--- src/rtl/char_plane_writer_pkg.sv ---
// Shared constants and types for the character plane writer.
// Used by the writer, System and PixelEncoder.
package char_plane_writer_pkg;

  localparam int ROW_NUMBER     = 16;
  localparam int COL_NUMBER     = 32;
  localparam int CHAR_ID_LENGTH = 8;
  localparam int ROW_BIT_LEN    = $clog2(ROW_NUMBER);
  localparam int COL_BIT_LEN    = $clog2(COL_NUMBER);
  localparam int CELL_BIT_LEN   = ROW_BIT_LEN + COL_BIT_LEN;

  typedef logic [ROW_BIT_LEN-1:0]    row_t;
  typedef logic [COL_BIT_LEN-1:0]    col_t;
  typedef logic [CHAR_ID_LENGTH-1:0] char_t;

  localparam char_t BLANK_ID = 8'h20;
  localparam char_t LF       = 8'h0A;
  localparam char_t CR       = 8'h0D;
  localparam char_t FF       = 8'h0C;
  localparam char_t BS       = 8'h08;
  localparam char_t PRINT_LO = 8'h20;
  localparam char_t PRINT_HI = 8'h7E;

  typedef enum logic {
    CLEAR,
    IDLE
  } state_t;

  typedef enum logic [2:0] {
    CUR_HOLD,
    CUR_ADV,
    CUR_NL,
    CUR_CR,
    CUR_HOME,
    CUR_BACK
  } cur_op_t;

  function automatic logic is_printable(char_t c);
    return (c >= PRINT_LO) && (c <= PRINT_HI);
  endfunction

endpackage

--- src/rtl/char_plane_writer_if.sv ---
// Byte stream into the character plane writer.
// valid/ready handshake, one byte per cycle.
interface char_plane_writer_if;
  import char_plane_writer_pkg::*;

  char_t in_char;
  logic  in_valid;
  logic  in_ready;

  modport master (
    output in_char,
    output in_valid,
    input  in_ready
  );

  modport slave (
    input  in_char,
    input  in_valid,
    output in_ready
  );

endinterface

--- src/rtl/char_plane_writer_cursor.sv ---
// Insertion cursor: advance, newline, CR, home, and retreat
// when CHAR_PLANE_BACKSPACE_EN is defined.
module char_cursor
  import char_plane_writer_pkg::*;
(
  input  logic    clk,
  input  logic    reset,
  input  cur_op_t op,
  output row_t    row,
  output col_t    col
`ifdef CHAR_PLANE_BACKSPACE_EN
  ,
  output row_t    back_row,
  output col_t    back_col
`endif
);

  localparam col_t COL_LAST = col_t'(COL_NUMBER - 1);

  row_t row_nx;
  col_t col_nx;

`ifdef CHAR_PLANE_BACKSPACE_EN
  // Home cell is sticky: retreat from (0,0) stays put.
  always_comb begin
    back_row = row;
    back_col = col;
    if (col != '0) begin
      back_col = col - 1'b1;
    end else if (row != '0) begin
      back_col = COL_LAST;
      back_row = row - 1'b1;
    end
  end
`endif

  always_comb begin
    row_nx = row;
    col_nx = col;
    unique case (op)
      CUR_ADV: begin
        if (col == COL_LAST) begin
          col_nx = '0;
          row_nx = row + 1'b1;
        end else begin
          col_nx = col + 1'b1;
        end
      end
      CUR_NL: begin
        col_nx = '0;
        row_nx = row + 1'b1;
      end
      CUR_CR: col_nx = '0;
      CUR_HOME: begin
        row_nx = '0;
        col_nx = '0;
      end
`ifdef CHAR_PLANE_BACKSPACE_EN
      CUR_BACK: begin
        row_nx = back_row;
        col_nx = back_col;
      end
`endif
      default: ;
    endcase
  end

  always_ff @(posedge clk) begin
    if (reset) begin
      row <= '0;
      col <= '0;
    end else begin
      row <= row_nx;
      col <= col_nx;
    end
  end

endmodule

--- src/rtl/char_plane_writer.sv ---
// Byte stream to CharacterPlane writes with a full-screen clear.
// CHAR_PLANE_BACKSPACE_EN enables 0x08 as erase-back.
module char_plane_writer
  import char_plane_writer_pkg::*;
(
  input  logic                clk,
  input  logic                reset,
  char_plane_writer_if.slave  in_bus,
  input  logic                clear_req,
  output logic                busy,
  output logic                wr_en,
  output char_t               wr_char,
  output row_t                wr_row,
  output col_t                wr_col,
  output row_t                cursor_row,
  output col_t                cursor_col
);

  state_t                  state, state_nx;
  logic [CELL_BIT_LEN-1:0] clr_cnt;
  cur_op_t                 cur_op;
  logic                    take;
  logic                    wr_en_nx;
  char_t                   wr_char_nx;
  row_t                    wr_row_nx;
  col_t                    wr_col_nx;

`ifdef CHAR_PLANE_BACKSPACE_EN
  row_t back_row;
  col_t back_col;
`endif

  char_cursor u_cursor (
    .clk      (clk),
    .reset    (reset),
    .op       (cur_op),
    .row      (cursor_row),
    .col      (cursor_col)
`ifdef CHAR_PLANE_BACKSPACE_EN
    ,
    .back_row (back_row),
    .back_col (back_col)
`endif
  );

  assign in_bus.in_ready = (state == IDLE) && !clear_req;
  assign take = in_bus.in_valid && in_bus.in_ready;
  assign busy = (state == CLEAR);

  always_comb begin
    state_nx   = state;
    cur_op     = CUR_HOLD;
    wr_en_nx   = 1'b0;
    wr_char_nx = wr_char;
    wr_row_nx  = wr_row;
    wr_col_nx  = wr_col;
    unique case (state)
      CLEAR: begin
        wr_en_nx   = 1'b1;
        wr_char_nx = BLANK_ID;
        {wr_row_nx, wr_col_nx} = clr_cnt;
        if (&clr_cnt) begin
          state_nx = IDLE;
          cur_op   = CUR_HOME;
        end
      end
      IDLE: begin
        if (clear_req) begin
          state_nx = CLEAR;
        end else if (take) begin
          unique case (1'b1)
            is_printable(in_bus.in_char): begin
              wr_en_nx   = 1'b1;
              wr_char_nx = in_bus.in_char;
              wr_row_nx  = cursor_row;
              wr_col_nx  = cursor_col;
              cur_op     = CUR_ADV;
            end
            in_bus.in_char == LF: cur_op = CUR_NL;
            in_bus.in_char == CR: cur_op = CUR_CR;
            in_bus.in_char == FF: state_nx = CLEAR;
`ifdef CHAR_PLANE_BACKSPACE_EN
            in_bus.in_char == BS: begin
              wr_en_nx   = 1'b1;
              wr_char_nx = BLANK_ID;
              wr_row_nx  = back_row;
              wr_col_nx  = back_col;
              cur_op     = CUR_BACK;
            end
`endif
            default: ;
          endcase
        end
      end
    endcase
  end

  // Counter wraps 511 -> 0, so it is ready for the next clear.
  always_ff @(posedge clk) begin
    if (reset) begin
      state   <= CLEAR;
      clr_cnt <= '0;
      wr_en   <= 1'b0;
      wr_char <= '0;
      wr_row  <= '0;
      wr_col  <= '0;
    end else begin
      state   <= state_nx;
      if (state == CLEAR) clr_cnt <= clr_cnt + 1'b1;
      wr_en   <= wr_en_nx;
      wr_char <= wr_char_nx;
      wr_row  <= wr_row_nx;
      wr_col  <= wr_col_nx;
    end
  end

endmodule

--- src/flat_wrapper.sv ---
// flat-port wrapper written by rule: the top's interface ports become plain ports
module char_plane_writer_flat import char_plane_writer_pkg::*;
  (clk, reset, clear_req, busy, wr_en, wr_char, wr_row, wr_col, cursor_row, cursor_col, in_bus_in_char, in_bus_in_valid, in_bus_in_ready);
  char_plane_writer_if in_bus_i ();
  input  logic clk;
  input  logic reset;
  input  logic clear_req;
  output logic busy;
  output logic wr_en;
  output char_t wr_char;
  output row_t wr_row;
  output col_t wr_col;
  output row_t cursor_row;
  output col_t cursor_col;
  input wire logic [$bits(in_bus_i.in_char)-1:0] in_bus_in_char;
  input wire logic [$bits(in_bus_i.in_valid)-1:0] in_bus_in_valid;
  output wire logic [$bits(in_bus_i.in_ready)-1:0] in_bus_in_ready;
  assign in_bus_i.in_char = in_bus_in_char;
  assign in_bus_i.in_valid = in_bus_in_valid;
  assign in_bus_in_ready = in_bus_i.in_ready;
  char_plane_writer u_core (.clk(clk), .reset(reset), .in_bus(in_bus_i), .clear_req(clear_req), .busy(busy), .wr_en(wr_en), .wr_char(wr_char), .wr_row(wr_row), .wr_col(wr_col), .cursor_row(cursor_row), .cursor_col(cursor_col));
endmodule
--- config.mk ---
export PLATFORM = sky130hd
export DESIGN_NAME = char_plane_writer_flat
export DESIGN_NICKNAME = d
export VERILOG_FILES = /design/src/rtl/char_plane_writer_pkg.sv /design/src/rtl/char_plane_writer_if.sv /design/src/rtl/char_plane_writer_cursor.sv /design/src/rtl/char_plane_writer.sv /design/src/flat_wrapper.sv
export SDC_FILE = /design/constraint.sdc
export NUM_CORES = 1
export LEC_CHECK = 0
export CAP_MARGIN = 20
export CORE_AREA = 2 2 75 49
export CTS_BUF_LIST = sky130_fd_sc_hd__clkbuf_4
export DETAILED_ROUTE_END_ITERATION = 8
export DIE_AREA = 0 0 77 51
export PLACE_DENSITY = 0.84
export REMOVE_ABC_BUFFERS = 1
export SLEW_MARGIN = 5
export SYNTH_ARGS = -nofsm -noshare
export SYNTH_HDL_FRONTEND = slang
export SYNTH_SLANG_ARGS = --single-unit
--- constraint.sdc ---
create_clock -name clk -period 5.7 [get_ports clk]
set_clock_uncertainty 0.15 [all_clocks]
set_input_delay 0.57 -clock clk [delete_from_list [all_inputs] [get_ports clk]]
set_output_delay 0.57 -clock clk [all_outputs]
set_load 0.02 [all_outputs]
==> results.json, run 1 <==
{
  "pin_count_of_the_biggest_net_entering_global_routing": 30,
  "routed_wire_length_per_instance_um": 14.3,
  "timing.final.max_slew_violations": 0,
  "timing.critical_path.from": "u_core.state",
  "routed_via_density": 5.37,
  "synth_sequential_area_ratio_pct": 44.3,
  "final-hold-violation-count": 0,
  "ys_warn_count": 0,
  "grt.total_usage_pct": 21.2,
  "areaGrowthSynthToFinish_pct": 29.2,
  "starting_density_pct": 49.7,
  "drc_errors": 0,
  "fp.dieH_um": 51,
  "combinationalPowerShare_pct": 7.6,
  "clk_latency_ns": 0.34,
  "timing.slew.headroom_pct": 32.0,
  "reg2regPathDepth": 5,
  "post_cts_gate_resize_count": 0,
  "syn_area_um2": 1670,
  "tns_ns": 0,
  "dpl.hpwl_um": 2910,
  "setup_viol": 0,
  "cts.sinks": 37,
  "portBuffers": 40,
  "total_switching_power_w": 0.000102,
  "synth_area_leaders": "dfxtp_1, nor2_1, nand2_1, a21oi_1, a221oi_1",
  "timing.critical_path.from_type": "flop",
  "num_rows": 17,
  "synth_top_area_share_pct": 44.3,
  "p_clk_share_pct": 31.2,
  "synth_cells": 193,
  "synth-edff-count": 0,
  "rr_endpoint": "u_core.wr_col[3]",
  "worst-r2r-setup-slack_ns": 3.08,
  "number_of_antenna_cells_inserted": 0,
  "clock_tree.buffer_depth": 2,
  "critPathCapture": "in_bus_in_ready",
  "total_placed_cells_including_tap_cells": 273,
  "synth_top_area_cell": "dfxtp_1",
  "period_minus_slack_ns": 2.95,
  "ys.flop_type": "dfxtp_1",
  "cp_max_fo": 18,
  "pwr_density_cell_nw_per_um2": 200,
  "critical_path_required_ns": 4.98,
  "critical_path.reg2reg.startpoint": "u_core.state",
  "routed_vias": 1510,
  "layout_common_cells": "clkdlybuf4s50_1, dfxtp_1, nor2_1",
  "maxClockFrequency_mhz": 339,
  "p_int_w": 0.000331,
  "final_cells": 281,
  "cts_setup_buffers": 0,
  "clock_tree_from_tritoncts": "built",
  "crit_type": "reg2out",
  "grt_antenna_before_repair": 0,
  "vias_in_the_first_global_route": 1311,
  "floorplan.core_area_um2": 3360,
  "dr.first_iter.drc_count": 81,
  "yosysUniqueCellTypes": 42,
  "run_status": "finished, final reports clean",
  "max-cap-violations": 0,
  "irDropWorstVdd_mv": 0.137,
  "drive_gt1_share_pct": 7.26,
  "arrival_ns": 2.23,
  "synth_async_sr_flop_share_pct": 0,
  "avgSynthCellArea_um2": 8.66,
  "route.final.wire_length_um": 4010,
  "path_clk_slew_ns": 0.11,
  "grt_remaining_overflow": 0,
  "rsz0062_at_grt": "no",
  "finalPower_w": 0.000433,
  "global_route_wire_length_before_repair_um": 6470,
  "end_kind": "output pin",
  "die-area_um2": 3930,
  "hp-class": "reg2reg",
  "gpl.final_weighted_congestion": 0.888,
  "die_w_um": 77,
  "number_of_buffers_created_by_cts": 5,
  "share_seq_of_total_power_pct": 61.2,
  "h-tree-depth": 2,
  "num_io_pins": 41,
  "switching_share_pct": 23.6,
  "final_common_cell": "clkdlybuf4s50_1",
  "finalNetCount": 250,
  "detail-route-antenna-nets": 0,
  "hold_buffers": 0,
  "dr.pass1.iters": 4,
  "ys_seq_elements": 37,
  "timing_worst_slew_pin_value_ns": 1.02,
  "final_min_period_over_clock_period_pct": 51.7,
  "static-leakage-power_nw": 0.758,
  "clock-root-buffer": "clkbuf_4"
}
==> through the flow <==
| stage | setup WS [ns] | utilization [%] | hold slack, ns | instance area, µm² |
|---|---|---|---|---|
| floorplan | 3.56 | - | 0.306 | 1640 |
| global placement | 2.90 | 62.6 | 0.294 | 2100 |
| detailed placement | 2.78 | 62.6 | 0.299 | 2100 |
| CTS | 2.75 | 64.3 | 0.315 | 2160 |
| global route | 2.58 | 64.3 | 0.339 | 2160 |
| finish | 2.75 | 64.3 | 0.315 | 2160 |
==> synth_stat cells, types with 4 or more instances <==
cell type   n
o21ai_0     6
nor2b_1    10
or3_1       4
dfxtp_1    37
a221oi_1    8
nor2_1     26
nand3_1     8
a21oi_1    15
nand2_1    25
ha_1        5
==> critical path: stages (launching register included) <==
cell	delay (ns)
dfxtp_1	0.75
inv_1	0.30
nor2_1	0.22
clkdlybuf4s50_1	0.63
==> cell families (layout without fill, tap and decap cells) <==
group | count (synthesis) | after routing | share of synthesized area [%]
AOI/OAI and AO/OA | 40 | 40 | 16.4
buffers and inverters | 10 | 51 | 2.47
and+or+nand+nor | 94 | 94 | 29.3
adders and majority gates | 5 | 5 | 3.74
xor gates and xnor gates | 5 | 5 | 2.62
DFF | 37 | 37 | 44.3
muxes | 2 | 2 | 1.20
==> worst min path at each step <==
stage | from | end | depth (start not counted) | slack [ns]
floorplan | u_core.clr_cnt[5] | u_core.clr_cnt[5] | 2 | 0.31
global placement | u_core.wr_char[3] | u_core.wr_char[3] | 2 | 0.29
detailed placement | u_core.wr_char[4] | u_core.wr_char[4] | 2 | 0.30
CTS | u_core.wr_char[4] | u_core.wr_char[4] | 2 | 0.31
global route | u_core.wr_char[4] | u_core.wr_char[4] | 2 | 0.34
finish | u_core.wr_char[4] | u_core.wr_char[4] | 2 | 0.32
==> flip-flops by register name, summed over array words and instances, names as in the netlist <==
register	cells
u_core.wr_char	8
u_core.wr_en	1
u_core.state	1
u_core.wr_row	4
u_core.u_cursor.row	4
u_core.wr_col	5
u_core.u_cursor.col	5
u_core.clr_cnt	9
==> power by group through the flow <==
stage	combinational [W]	clock, W	sequential [W]
after detailed placement	0.0000328	0	0.000271
after global routing	0.0000360	0.000152	0.000266
after floorplan	0.0000108	0	0.000273
after CTS	0.0000329	0.000139	0.000265
final	0.0000330	0.000135	0.000265
after global placement	0.0000317	0	0.000271
==> cell type report <==
cell class              instances  area [µm²]
inverters                       2        7.51
clock inverters                 2        10.0
fillers                       308        1200
clock buffers                   6        45.0
repair buffers                 41         408
flip-flops and latches         37         741
well taps                      47        58.8
multi-input cells             146         890
==> routing by layer <==
layer / track usage, % / share of wire, % / up-vias
met3: 6.01 / 6.2 / 5
li1: - / - / 768
met5: 0 / 0 / -
met4: 6.85 / 1.0 / 0
met1: 30.4 / 52 / 692
met2: 30.7 / 41 / 45
Note: power is estimated with default switching activity, not from simulation.
==> inputs of run 2 (changes only) <==
Settings changed: CORE_AREA 2 2 75 49 to 2 2 81 52, DIE_AREA 0 0 77 51 to 0 0 83 54, PLACE_DENSITY 0.84 to 0.77.
Clock period 5.7 ns to 2.7 ns, I/O delays scaled along.
==> results.json, run 2 (synthesis gave the netlist of run 1 again) <==
{
  "timing.slew.headroom_pct": 70.1,
  "arrival_ns": 1.91,
  "portBuffers": 40,
  "h-tree-depth": 2,
  "static-leakage-power_nw": 0.782,
  "max-cap-violations": 0,
  "number_of_buffers_created_by_cts": 5,
  "pwr_density_cell_nw_per_um2": 413,
  "timing.final.max_slew_violations": 0,
  "period_minus_slack_ns": 2.33,
  "critical_path_required_ns": 2.28,
  "final_min_period_over_clock_period_pct": 86.2,
  "largest-register": "u_core.clr_cnt",
  "drive_gt1_share_pct": 8.79,
  "post_cts_gate_resize_count": 0,
  "tns_ns": 0,
  "multi_input_area_um2": 890,
  "final-hold-violation-count": 0,
  "rr_endpoint": "u_core.u_cursor.row[3]",
  "final_area_um2": 2200,
  "route.final.wire_length_um": 4300,
  "detail-route-antenna-nets": 0,
  "setup_viol": 0,
  "run_status": "finished, final reports clean",
  "reg2regPathDepth": 8,
  "areaGrowthSynthToFinish_pct": 31.7,
  "clk_latency_ns": 0.33,
  "die_w_um": 83,
  "ff_latch_area_um2": 741,
  "global_route_wire_length_before_repair_um": 7000,
  "die-area_um2": 4480,
  "rsz0062_at_grt": "no",
  "gpl.final_weighted_congestion": 0.816,
  "drc_errors": 0,
  "clock-root-buffer": "clkbuf_4",
  "worstPathBufferInverterCount": 3,
  "final_common_cell": "clkdlybuf4s50_1",
  "pin_count_of_the_biggest_net_entering_global_routing": 17,
  "finalNetCount": 256,
  "grt_antenna_before_repair": 0,
  "worst_path_dominant_cell_family": "buffers and inverters",
  "worst-r2r-setup-slack_ns": 0.48,
  "fp.dieH_um": 54,
  "layout.filler_cells": 354,
  "floorplan.core_area_um2": 3850,
  "timing.critical_path.from_type": "flop",
  "hold_buffers": 0,
  "end_kind": "output pin",
  "starting_density_pct": 43.4,
  "path_clk_slew_ns": 0.11,
  "critical_path.reg2reg.startpoint": "u_core.clr_cnt[1]",
  "max_ffs_per_register": 9,
  "cp_max_fo": 16,
  "clock_tree_from_tritoncts": "built",
  "crit_type": "reg2out",
  "irDropWorstVdd_mv": 0.296,
  "timing_worst_slew_pin_value_ns": 0.448,
  "num_rows": 18,
  "cts_setup_buffers": 0,
  "critical_path.cell_chain": "buf_4 -> inv_1 -> nor2_1 -> clkdlybuf4s50_1",
  "dr.pass1.iters": 4,
  "hold_start": "u_core.wr_char[2]",
  "cts.sinks": 37,
  "layout_common_cells": "clkdlybuf4s50_1, dfxtp_1, nor2_1",
  "vias_in_the_first_global_route": 1472,
  "min_to": "u_core.wr_char[2]",
  "number_of_antenna_cells_inserted": 0,
  "top_flop_regs": "u_core.clr_cnt (9), u_core.wr_char (8)",
  "routed_vias": 1546,
  "dr.first_iter.drc_count": 54,
  "post_dp_cell_area_um2": 2150,
  "hp-class": "reg2reg",
  "crit_slowest_cell": "clkdlybuf4s50_1",
  "grt_remaining_overflow": 0,
  "routed_via_density": 5.35,
  "dpl.hpwl_um": 3190,
  "routed_wire_length_per_instance_um": 14.9,
  "maxClockFrequency_mhz": 430,
  "worstHoldPathCells": 2,
  "clock_tree.buffer_depth": 2,
  "crit_path_max_incr_delay_ns": 0.63,
  "grt.total_usage_pct": 20.0,
  "num_io_pins": 41
}
-- run 2: how the worst max path moves through the flow --
stage                                 start                endpoint  slack [ns]  cells past startpoint
after floorplan                u_core.state  u_core.u_cursor.row[3]        0.56                      5
after global placement    in_bus_in_char[6]  u_core.u_cursor.row[3]        0.34                      6
after detailed placement  in_bus_in_char[6]  u_core.u_cursor.row[3]        0.28                      6
after CTS                      u_core.state         in_bus_in_ready        0.38                      4
after global routing           u_core.state         in_bus_in_ready        0.23                      4
final                          u_core.state         in_bus_in_ready        0.37                      4
-- run 2: layout make-up --
type,count,share of cell area (%)
multi-input combinational,146,40.4
clock inverter,1,0.170
tap,50,2.84
sequential,37,33.6
inverter,2,0.341
clock buffer,6,2.05
timing repair buffer,47,20.6
-- run 2: stage by stage --
step	total power, W	hold slack (ns)	std cells	setup WS (ns)	util [%]
final	0.000910	0.318	289	0.372	57.2
after floorplan	0.000599	0.189	185	0.559	-
after detailed placement	0.000644	0.299	282	0.284	55.9
after global routing	0.000946	0.347	289	0.227	57.2
after global placement	0.000642	0.293	282	0.342	55.9
after CTS	0.000914	0.316	289	0.382	57.2
-- run 2: worst reg2reg max path: cells and delay by family (launching register included) --
kind / cells / cell delay [ns]
simple gates: 4 / 0.94
flops: 1 / 0.40
compound gates: 2 / 0.29
fa+ha+maj: 2 / 0.39
-- run 2: layer usage --
layer / vias to the layer above / track usage [%] / wire length, µm
li1: 778 / - / -
met3: 5 / 5.67 / 208
met1: 723 / 28.0 / 2310
met4: 0 / 5.19 / 39
met5: - / 0 / 0
met2: 40 / 30.8 / 1750
-- run 2: where the power goes --
group          total [W]  switching, W  internal, W
Clock           0.000278      0.000173     0.000105
Combinational  0.0000728     0.0000359    0.0000369
Sequential      0.000560    0.00000597     0.000554
Total           0.000910      0.000215     0.000695
==> inputs of run 3 (changes only) <==
Settings changed: GPL_TIMING_DRIVEN from default to 0.
Clock period 2.7 ns to 2.1 ns, I/O delays scaled along.
==> results.json, run 3 (synthesis gave the netlist of run 1 again) <==
{
  "arrival_ns": 2.16,
  "vias_in_the_first_global_route": 1494,
  "end_kind": "flop",
  "post_dp_cell_area_um2": 2100,
  "dpl.hpwl_um": 2880,
  "clk_latency_ns": 0.35,
  "grt.total_usage_pct": 20.1,
  "switching_share_pct": 24.9,
  "final_min_period_over_clock_period_pct": 96.6,
  "max-cap-violations": 0,
  "die_w_um": 83,
  "num_rows": 18,
  "max_ffs_per_register": 9,
  "layout_common_cells": "clkdlybuf4s50_1, dfxtp_1, nand2_1",
  "met2_usage_grt_pct": 30.4,
  "dr.first_iter.drc_count": 154,
  "critical_path.cell_chain": "clkdlybuf4s50_1 -> nand4_1 -> buf_4 -> o2111ai_4 -> o31ai_4 -> or3_1 -> a21boi_1",
  "hp-class": "in2reg",
  "areaGrowthSynthToFinish_pct": 37.0,
  "global_route_wire_length_before_repair_um": 7020,
  "grt_antenna_before_repair": 0,
  "drive_gt1_share_pct": 14.5,
  "grt.met3_usage_pct": 6.60,
  "largest-register": "u_core.clr_cnt",
  "finalNetCount": 257,
  "num_io_pins": 41,
  "share_seq_of_total_power_pct": 61.5,
  "die-area_um2": 4480,
  "timing.critical_path.from_type": "input pin",
  "detail-route-antenna-nets": 0,
  "final_common_cell": "clkdlybuf4s50_1",
  "portBuffers": 40,
  "dr.pass1.iters": 4,
  "clock-root-buffer": "clkbuf_4",
  "timing.final.max_slew_violations": 0,
  "hold_buffers": 0,
  "clock_tree.buffer_depth": 2,
  "p_clk_share_pct": 30.4,
  "starting_density_pct": 43.4,
  "final-hold-violation-count": 0,
  "crit_path_max_incr_delay_ns": 0.61,
  "critical_path.reg2reg.startpoint": "u_core.clr_cnt[0]",
  "gpl.final_weighted_congestion": 0.791,
  "cp_max_fo": 6,
  "h-tree-depth": 2,
  "total_switching_power_w": 0.000290,
  "fp.dieH_um": 54,
  "timing.critical_path.from": "in_bus_in_char[2]",
  "setup_viol": 0,
  "globalRouteMet1Util_pct": 26.8,
  "pwr_density_cell_nw_per_um2": 508,
  "floorplan.core_area_um2": 3850,
  "grt_remaining_overflow": 0,
  "top_flop_regs": "u_core.clr_cnt (9), u_core.wr_char (8)",
  "path_clk_slew_ns": 0.11,
  "number_of_antenna_cells_inserted": 0,
  "run_status": "finished, final reports clean",
  "pin_count_of_the_biggest_net_entering_global_routing": 30,
  "hold_start": "in_bus_in_char[4]",
  "irDropWorstVdd_mv": 0.304,
  "timing_worst_slew_pin_value_ns": 1.10,
  "routed_via_density": 5.57,
  "clock_tree_from_tritoncts": "built",
  "final_area_um2": 2290,
  "number_of_buffers_created_by_cts": 5,
  "timing.slew.headroom_pct": 26.7,
  "crit_type": "in2reg",
  "maxClockFrequency_mhz": 493,
  "p_int_w": 0.000874,
  "worstPathBufferInverterCount": 2,
  "cts.sinks": 37,
  "drc_errors": 0,
  "routed_vias": 1620,
  "route.final.wire_length_um": 4500,
  "combinationalPowerShare_pct": 8.0,
  "worst_path_dominant_cell_family": "buffers and inverters",
  "period_minus_slack_ns": 2.03,
  "postLayoutCoreUtil_pct": 59.5,
  "static-leakage-power_nw": 0.839,
  "routed_wire_length_per_instance_um": 15.5,
  "highest_utilization_routing_layer_at_the_global_route_stage": "met2",
  "crit_slowest_cell": "clkdlybuf4s50_1",
  "critical_path_required_ns": 2.23
}
[run 3: cell count changes in the layout (fill, tap and decap cells not counted), moves of 3 or more]
cell             delta
nor2_1              -3
dfxtp_4             +3
nor2_2              +3
dfxtp_2             +5
dlymetal6s2s_1      +6
clkdlybuf4s50_1     -7
dfxtp_1             -8
[run 3: final cells by class]
type                            instances  area (µm²)
Inverter                                2        7.51
Timing Repair Buffer                   47         467
Clock inverter                          3        12.5
Multi-Input combinational cell        147         945
Fill cell                             348        1560
Clock buffer                            5        37.5
Tap cell                               50        62.6
Sequential cell                        37         758
[run 3: what timing repair did]
action / in CTS / in global routing
gates cloned: 0 / 1
resized for setup: 7 / 20
pin swaps: 1 / 6
setup buffers: 4 / 3
hold endpoints to repair: 0 / 0
endpoints found under the setup margin: 28 / 12
[run 3: worst paths after layout]
| kind | slack, ns | endpoint | depth (start not counted) |
|---|---|---|---|
| worst max-delay path | 0.07 | u_core.u_cursor.row[3] | 7 |
| worst min-delay path | 0.03 | u_core.wr_char[4] | 3 |
| worst min register to register | 0.31 | u_core.wr_char[1] | 2 |
| worst max register to register | 0.09 | u_core.u_cursor.row[3] | 8 |
[run 3: layer usage]
metal	part of all wire (%)	vias to the layer above
met3	9.1	8
li1	-	787
met4	1.0	0
met1	49	748
met5	0	-
met2	41	77
[run 3: power groups by stage]
stage | logic (W) | registers (W) | clock network [W]
3_3_place_gp | 0.0000864 | 0.000735 | 0
5_1_grt | 0.0000995 | 0.000718 | 0.000403
4_1_cts | 0.0000885 | 0.000718 | 0.000366
3_5_place_dp | 0.0000873 | 0.000735 | 0
6_report | 0.0000932 | 0.000716 | 0.000354
2_1_floorplan | 0.0000293 | 0.000740 | 0
[run 3: worst reg2reg max path: stages, from the launching register on]
cell	delay (ns)
dfxtp_2	0.37
ha_2	0.21
nand3_1	0.10
nor2_2	0.11
ha_1	0.15
nor2b_4	0.25
o31ai_4	0.11
or3_1	0.36
a21boi_1	0.14
[run 3: stage by stage]
stage | power (W) | hold WS (ns) | instances | setup TNS [ns] | setup slack, ns
after CTS | 0.00117 | 0.305 | 287 | 0 | 0.0228
final | 0.00116 | 0.0265 | 291 | 0 | 0.0709
after detailed placement | 0.000822 | 0.297 | 275 | -10.21 | -0.562
after floorplan | 0.000770 | 0.129 | 185 | -0.0405 | -0.0405
after global placement | 0.000821 | 0.292 | 275 | -10.79 | -0.565
after global routing | 0.00122 | 0.0373 | 291 | -0.0211 | -0.0211
